<file path="config.mk">
export PLATFORM = sky130hd
export DESIGN_NAME = jk_bank_sequencer
export DESIGN_NICKNAME = d
export VERILOG_FILES = /design/src/rtl/jk_bank_sequencer_pkg.sv /design/src/rtl/jk_toggle_mask.sv /design/src/rtl/jk_bank_sequencer.sv
export SDC_FILE = /design/constraint.sdc
export NUM_CORES = 1
export LEC_CHECK = 0
export ABC_AREA = 1
export ABC_CLOCK_PERIOD_IN_PS = 1700
export CORE_AREA = 2 2 52 54
export DETAILED_ROUTE_END_ITERATION = 10
export DIE_AREA = 0 0 54 56
export HOLD_SLACK_MARGIN = 0.12
export PLACE_DENSITY = 0.74
export SLEW_MARGIN = 20
export SYNTH_ARGS = -nofsm -noshare
export SYNTH_HDL_FRONTEND = slang
export SYNTH_SLANG_ARGS = --single-unit
</file>
<file path="constraint.sdc">
create_clock -name clk -period 1.7 [get_ports clk]
set_input_delay 0.34 -clock clk [delete_from_list [all_inputs] [get_ports clk]]
set_output_delay 0.34 -clock clk [all_outputs]
set_load 0.03 [all_outputs]
</file>
<file path="src/rtl/jk_bank_sequencer_pkg.sv">
// Shared encodings for the JK bank sequencer: command opcodes and FSM states.
package jk_bank_sequencer_pkg;

    typedef enum logic [1:0] {
        OpClear = 2'b00,
        OpLoad  = 2'b01,
        OpUp    = 2'b10,
        OpDown  = 2'b11
    } op_e;

    typedef enum logic [1:0] {
        StInit  = 2'b00,
        StIdle  = 2'b01,
        StExec  = 2'b10,
        StCheck = 2'b11
    } state_e;

endpackage

</file>
<file path="src/rtl/jk_toggle_mask.sv">
// Toggle vector for a ripple count of the JK bank: bit i flips when all lower bits
// are 1 (counting up) or all lower bits are 0 (counting down).
module jk_toggle_mask #(
    parameter int unsigned WIDTH = 4
) (
    input  logic [WIDTH-1:0] i_shadow,
    input  logic             i_dir,
    output logic [WIDTH-1:0] o_toggle
);

    logic [WIDTH-1:0] w_carry_bits;

    // i_dir=1 counts down, so a bit propagates the borrow when it is 0
    assign w_carry_bits = i_dir ? ~i_shadow : i_shadow;

    always_comb begin
        o_toggle    = '0;
        o_toggle[0] = 1'b1;
        for (int i = 1; i < WIDTH; i++) begin
            o_toggle[i] = o_toggle[i-1] & w_carry_bits[i-1];
        end
    end

endmodule

</file>
<file path="src/rtl/jk_bank_sequencer.sv">
// Drives J/K of an external JK bank to clear, load or count it, keeps a shadow of the
// expected value and flags a sticky error when the bank disagrees at the check step.
module jk_bank_sequencer
    import jk_bank_sequencer_pkg::*;
#(
    parameter int unsigned WIDTH = 4
) (
    input  logic             clk,
    input  logic             rst_n,
    input  logic             cmd_valid,
    output logic             cmd_ready,
    input  logic [1:0]       cmd_op,
    input  logic [WIDTH-1:0] cmd_arg,
    output logic [WIDTH-1:0] j_o,
    output logic [WIDTH-1:0] k_o,
    input  logic [WIDTH-1:0] q_i,
    output logic             busy_o,
    output logic             done_o,
    output logic             err_o
);

    state_e           r_state;
    state_e           w_state_next;
    op_e              r_op;
    op_e              w_op_next;
    logic [WIDTH-1:0] r_arg;
    logic [WIDTH-1:0] w_arg_next;
    logic [WIDTH-1:0] r_shadow;
    logic [WIDTH-1:0] w_shadow_next;
    logic [WIDTH-1:0] r_steps;
    logic [WIDTH-1:0] w_steps_next;
    logic             r_err;
    logic             w_err_next;
    logic [WIDTH-1:0] w_toggle;

    jk_toggle_mask #(
        .WIDTH (WIDTH)
    ) u_toggle_mask (
        .i_shadow (r_shadow),
        .i_dir    (r_op == OpDown),
        .o_toggle (w_toggle)
    );

    always_ff @(posedge clk or negedge rst_n) begin
        if (!rst_n) begin
            r_state  <= StInit;
            r_op     <= OpClear;
            r_arg    <= '0;
            r_shadow <= '0;
            r_steps  <= '0;
            r_err    <= 1'b0;
        end else begin
            r_state  <= w_state_next;
            r_op     <= w_op_next;
            r_arg    <= w_arg_next;
            r_shadow <= w_shadow_next;
            r_steps  <= w_steps_next;
            r_err    <= w_err_next;
        end
    end

    always_comb begin
        w_state_next  = r_state;
        w_op_next     = r_op;
        w_arg_next    = r_arg;
        w_shadow_next = r_shadow;
        w_steps_next  = r_steps;
        w_err_next    = r_err;
        unique case (r_state)
            StInit: begin
                w_state_next = StIdle;
            end
            StIdle: begin
                if (cmd_valid) begin
                    w_op_next  = op_e'(cmd_op);
                    w_arg_next = cmd_arg;
                    if (op_e'(cmd_op) == OpClear || op_e'(cmd_op) == OpLoad) begin
                        w_steps_next = WIDTH'(1);
                        w_state_next = StExec;
                    end else if (cmd_arg != '0) begin
                        w_steps_next = cmd_arg;
                        w_state_next = StExec;
                    end else begin
                        w_state_next = StCheck;
                    end
                end
            end
            StExec: begin
                unique case (r_op)
                    OpClear: w_shadow_next = '0;
                    OpLoad:  w_shadow_next = r_arg;
                    OpUp:    w_shadow_next = r_shadow + WIDTH'(1);
                    OpDown:  w_shadow_next = r_shadow - WIDTH'(1);
                endcase
                w_steps_next = r_steps - WIDTH'(1);
                if (r_steps == WIDTH'(1)) begin
                    w_state_next = StCheck;
                end
            end
            StCheck: begin
                if (q_i != r_shadow) begin
                    w_err_next = 1'b1;
                end
                w_state_next = StIdle;
            end
        endcase
    end

    // J/K are decoded straight from state so the bank and shadow move on the same edge
    always_comb begin
        j_o       = '0;
        k_o       = '0;
        cmd_ready = 1'b0;
        busy_o    = 1'b1;
        done_o    = 1'b0;
        unique case (r_state)
            StInit: begin
                k_o = '1;
            end
            StIdle: begin
                cmd_ready = 1'b1;
                busy_o    = 1'b0;
            end
            StExec: begin
                unique case (r_op)
                    OpClear: k_o = '1;
                    OpLoad: begin
                        j_o = r_arg;
                        k_o = ~r_arg;
                    end
                    OpUp, OpDown: begin
                        j_o = w_toggle;
                        k_o = w_toggle;
                    end
                endcase
            end
            StCheck: begin
                done_o = 1'b1;
            end
        endcase
    end

    assign err_o = r_err;

endmodule

</file>
; ---- After elaboration in Yosys (flattened, before gate mapping)
; Cells that the tools add are included.
[word_totals]
register_bits = 17
[classes]
add_sub_neg = 3
n_eq_ne = 12
muxes = 18
bitwise_logic = 4
n_reduce_logical = 12
[op_table]
columns = cell, n
row1 = one-hot mux 4 bit (2 select lines), 3
row2 = two-way mux 4 bit, 4
row3 = one-hot mux 4 bit (4 select lines), 1
row4 = one-hot mux 4 bit (3 select lines), 1
row5 = "== test 2 bit, second input constant", 4
row6 = "subtractor 4 x 1 -> 4 bit, second input constant", 2
row7 = "== test 2 x 1 -> 1 bit, second input constant", 3
row8 = logical NOT 2 bit, 3
row9 = one-hot mux 2 bit (3 select lines), 1
row10 = AND reduction 2 bit, 3
row11 = two-way mux 1 bit, 5
row12 = "adder 4 x 1 -> 4 bit, second input constant", 1
row13 = "== test 4 x 1 -> 1 bit, second input constant", 1
row14 = two-way mux 2 bit, 2
row15 = "!= test 2 bit, second input constant", 2
row16 = != test 4 bit, 1
row17 = NOT 4 bit, 1
row18 = nonzero test 4 bit, 1
row19 = OR reduction 2 bit, 2
row20 = two-way mux 3 bit, 1
row21 = "!= test 3 bit, second input constant", 1
row22 = NOT 3 bit, 1
row23 = AND reduction 3 bit, 1
row24 = AND 1 bit, 2
row25 = 2 further kinds, 2

; ---- Logic depth before layout (Yosys ltp)
[logic_depth]
word_depth = 6
depth_mapped = 11
depth_no_buf = 10

; ---- By module
; From an unflattened synthesis, not the netlist that was laid out.
[hier_totals]
cells_unflattened = 175
area_unflattened_um2 = 1232.4
[by_module_without_submodules]
columns = module, n_inst, cells_per_inst, area_per_inst_um2
row1 = jk_bank_sequencer, 1, 161, 1163.6
row2 = jk_toggle_mask, 1, 14, 68.8

; ---- Worst setup path before layout
; OpenSTA, ideal clock, no wires.
[synth_path]
path_kind = reg-to-output
from = register r_state[0]
to = output port k_o[1]
arrival_ns = 1.544
t_required_ns = 1.360
path_slack_ns = -0.184
path_stages_with_launch = 6
cell_sequence = dfrtp_1 inv_1 ha_1 buf_4 nand2_1 o21ai_0
[synth_via]
elab_chain_len = 2
elab_cells_between_ends = 3
[synth_lines]
columns = element, line
row1 = "start, declared", jk_bank_sequencer.sv:22  ; state_e r_state;
row2 = "start signal, assigned", jk_bank_sequencer.sv:46  ; r_state <= StInit;
row3 = "start signal, assigned", jk_bank_sequencer.sv:53  ; r_state <= w_state_next;
row4 = == test 2 bit or logical NOT 2 bit (tied branches), jk_bank_sequencer.sv:116  ; unique case (r_state)
row5 = one-hot mux 4 bit (2 select lines) *, jk_bank_sequencer.sv:116
row6 = "end, declared", jk_bank_sequencer.sv:15  ; output logic [WIDTH-1:0] k_o,
; Mark *: on every way between the ends. The rest lies on a longest branch, timed or not.

; ---- Worst setup path in the final report
[layout_path]
from = register r_op[0]
to = output port k_o[3]
[layout_via]
elab_chain_len = 6
elab_cells_between_ends = 10
[layout_lines]
columns = element, line
row1 = "start, declared", jk_bank_sequencer.sv:24  ; op_e r_op;
row2 = "start signal, assigned", jk_bank_sequencer.sv:47  ; r_op <= OpClear;
row3 = "start signal, assigned", jk_bank_sequencer.sv:54  ; r_op <= w_op_next;
row4 = == test 2 bit, "jk_bank_sequencer.sv:40, jk_bank_sequencer.sv:125"
row5 = two-way mux 3 bit, jk_toggle_mask.sv:14  ; assign w_carry_bits = i_dir ? ~i_shadow : i_shadow;
row6 = AND 1 bit (2 in series), jk_toggle_mask.sv:20  ; o_toggle[i] = o_toggle[i-1] & w_carry_bits[i-1];
row7 = one-hot mux 4 bit (3 select lines) *, jk_bank_sequencer.sv:125  ; unique case (r_op)
row8 = one-hot mux 4 bit (2 select lines) *, jk_bank_sequencer.sv:116
; Marked as above.

==> results.cfg <==
[sta]
slew_headroom_pct = 71.02
final_hold_viol_count = 0
fin_crit_ns = 1.966
slew_violations = 0
tightestPinTransition_ns = 0.4318
period_share_pct = 115.6
skew_ns = 0.001816
rsz0062_at_grt = true
fin_hold_ws_ns = 0.3584
layout_setup_ws_ns = -0.2659
max_clock_freq_mhz = 508.7
setup_violations = 8

[drt]
drt_wl_total_mm = 2.967
avgViaCountPerCell = 5.087
drtAntennaViolNets = 0
drt_iter0_markers = 23
wl_per_cell_um = 12.90
drc_errors = 0
first_pass_iters = 4
vias = 1170

[grt]
overflow = 0
grt_max_degree = 18
track_usage_pct = 20.77
grt_pass1_vias = 1151
grt_pass1_wl_mm = 4.698
antenna_found_initial = 0

[clocking]
clkLatencyLatePin_ns = 0.28
numCtsBuffers = 3
cts_sinks = 17
cts_tree = built
clk_pin_slew_ns = 0.09
h-tree-depth = 1
cts_root_buf = clkbuf_4
max-clock-path-buffers = 2
hold_buffers = 0

[critical_path]
cp-start-kind = flip-flop
arrival_ns = 1.63
reg2regPathDepth = 11
worst_ep_required_time_ns = 1.36
worst-setup-path-type = flip-flop to output pin
end_kind = output pin
reg2reg_setup_slack_ns = 0.05
regToRegStartpoint = r_op[0]
cp_max_fo = 4
rr_endpoint = r_shadow[2]
crit_start = r_op[0]

[floorplanning]
initial_core_util_pct = 48.20
std_cell_rows = 18
die_h_um = 56
die_area_um2 = 3024
ios = 25
die_w_um = 54
core_area_um2 = 2432

[synth]
syn_area_per_cell_um2 = 7.564
synth_cell_types = 28
synth-xor-area-share_pct = 5.870
yosys.area_share.simple_pct = 20.92
ys_warn_count = 0
synth_top_family_by_area = simple AND/OR/NAND/NOR gates
seq_area_frac_synth_pct = 36.29
synth-adder-area-share_pct = 8.538
synthCells = 155
syn-cell-area_um2 = 1172
synth_compound_area_share_pct = 16.76
syn-num-nets = 176
synth.area.mux_share_pct = 0.9605
ys_seq_elements = 17

[pwr]
power_density_nw_per_um2 = 2028
peakVddDrop_mv = 1.244
p_leak_nw = 0.8175
p_total_mw = 3.478

[finish]
syn_to_final_growth_pct = 46.32
n_antenna_cell = 0
final_cell_mix = nand2_1, inv_1, buf_4
final_common_cell = nand2_1
nNetsFinal = 222
finalNonFillerCells = 230
layout-drive-gt1-share_pct = 32.00
final_core_util_pct = 70.52

[status]
violations = negative setup slack
status = complete, but fails checks

[placed_design]
gp_congestion = 0.9045
hpwl_mm = 2.148
dpl.cell_count = 215
portBuffers = 24

[flow_run]
maxCapViolations = 0

[hold_path]
hold_path_class = input pin to async pin
-- synthesized netlist by cell type --
cell type / number / area share [%]
nand2_1: 32 / 10
inv_1: 24 / 7.7
dfrtp_1: 17 / 36
o21ai_0: 13 / 5.5
a21oi_1: 11 / 4.7
ha_1: 8 / 8.5
nor2_1: 8 / 2.6
nand3_1: 7 / 3.0
xnor2_1: 6 / 4.5
o21ai_1: 4 / 1.7
nand2_2: 3 / 1.6
o22ai_1: 3 / 1.6
inv_2: 2 / 0.64
nand4_1: 2 / 1.1
nor2_2: 2 / 1.1
a21o_1: 1 / 0.64
a21oi_2: 1 / 0.75
a22oi_1: 1 / 0.64
a31oi_1: 1 / 0.53
buf_2: 1 / 0.43
buf_4: 1 / 0.64
buf_6: 1 / 0.96
clkbuf_1: 1 / 0.32
mux2_2: 1 / 0.96
nand2_4: 1 / 0.96
nor3_1: 1 / 0.43
o21bai_1: 1 / 0.64
xor2_2: 1 / 1.4
-- how the worst max path moves through the flow --
stage	end	cells past startpoint	slack (ns)
after global placement	r_steps[2]	8	-0.03
final	k_o[3]	9	-0.27
after floorplan	j_o[0]	5	0.02
after detailed placement	r_steps[2]	8	-0.04
after CTS	k_o[3]	9	-0.24
after global routing	k_o[3]	9	-0.35
-- sequential cells by signal, summed over array words and instances (netlist names) --
name	cells
r_arg	4
r_state	2
r_steps	4
r_op	2
r_shadow	4
err_o	1
-- report_power, final --
part           total, mW  switching [mW]  internal (mW)
Sequential         0.778           0.186          0.592
Combinational       2.49            1.40           1.08
Clock              0.212           0.121         0.0911
-- final cells by class --
class | instances | area, um2
timing repair buffer | 45 | 414.1
multi-input combinational | 108 | 710.7
tap | 30 | 37.54
inverter | 26 | 100.1
sequential | 17 | 426.7
fill | 192 | 716.9
clock buffer | 4 | 26.28
-- worst max-delay path: stages, from the launching register on --
cell and delay (ns):
dfrtp_2 0.45, nand2_4 0.09, xor2_2 0.17, nand2_2 0.10, nor2_4 0.12, nand2_2 0.07
nand2_1 0.07, nand2_1 0.06, nand2_1 0.07, buf_6 0.13
-- metal layers --
| metal | vias up | share of wire [%] | GRT usage [%] |
|---|---|---|---|
| li1 | 590 | - | - |
| met1 | 539 | 43 | 24.14 |
| met2 | 35 | 52 | 37.46 |
| met3 | 6 | 3.6 | 2.419 |
| met4 | 0 | 1.4 | 7.500 |
| met5 | - | 0 | 0 |
-- timing repair --
| action | 4_1_cts | 5_1_grt |
|---|---|---|
| pin swaps | 3 | 10 |
| gates resized for setup | 24 | 14 |
| buffers inserted | 5 | 7 |
| endpoints found under the setup margin | 12 | 10 |
-- stage by stage --
| step | setup slack, ns | TNS (ns) | instance area (um2) |
|---|---|---|---|
| floorplan | 0.01987 | 0 | 1184 |
| global placement | -0.02668 | -0.06197 | 1484 |
| detailed placement | -0.03999 | -0.1089 | 1484 |
| CTS | -0.2386 | -1.194 | 1618 |
| global route | -0.3527 | -1.990 | 1715 |
| finish | -0.2659 | -1.419 | 1715 |
-- cell families after synthesis --
logic type	after synthesis
compound gates	36
xor+xnor	7
mux	1
fa+ha+maj	8
flops	17
buf+inv	30
simple gates	56
(Power assumes the default switching activity.)
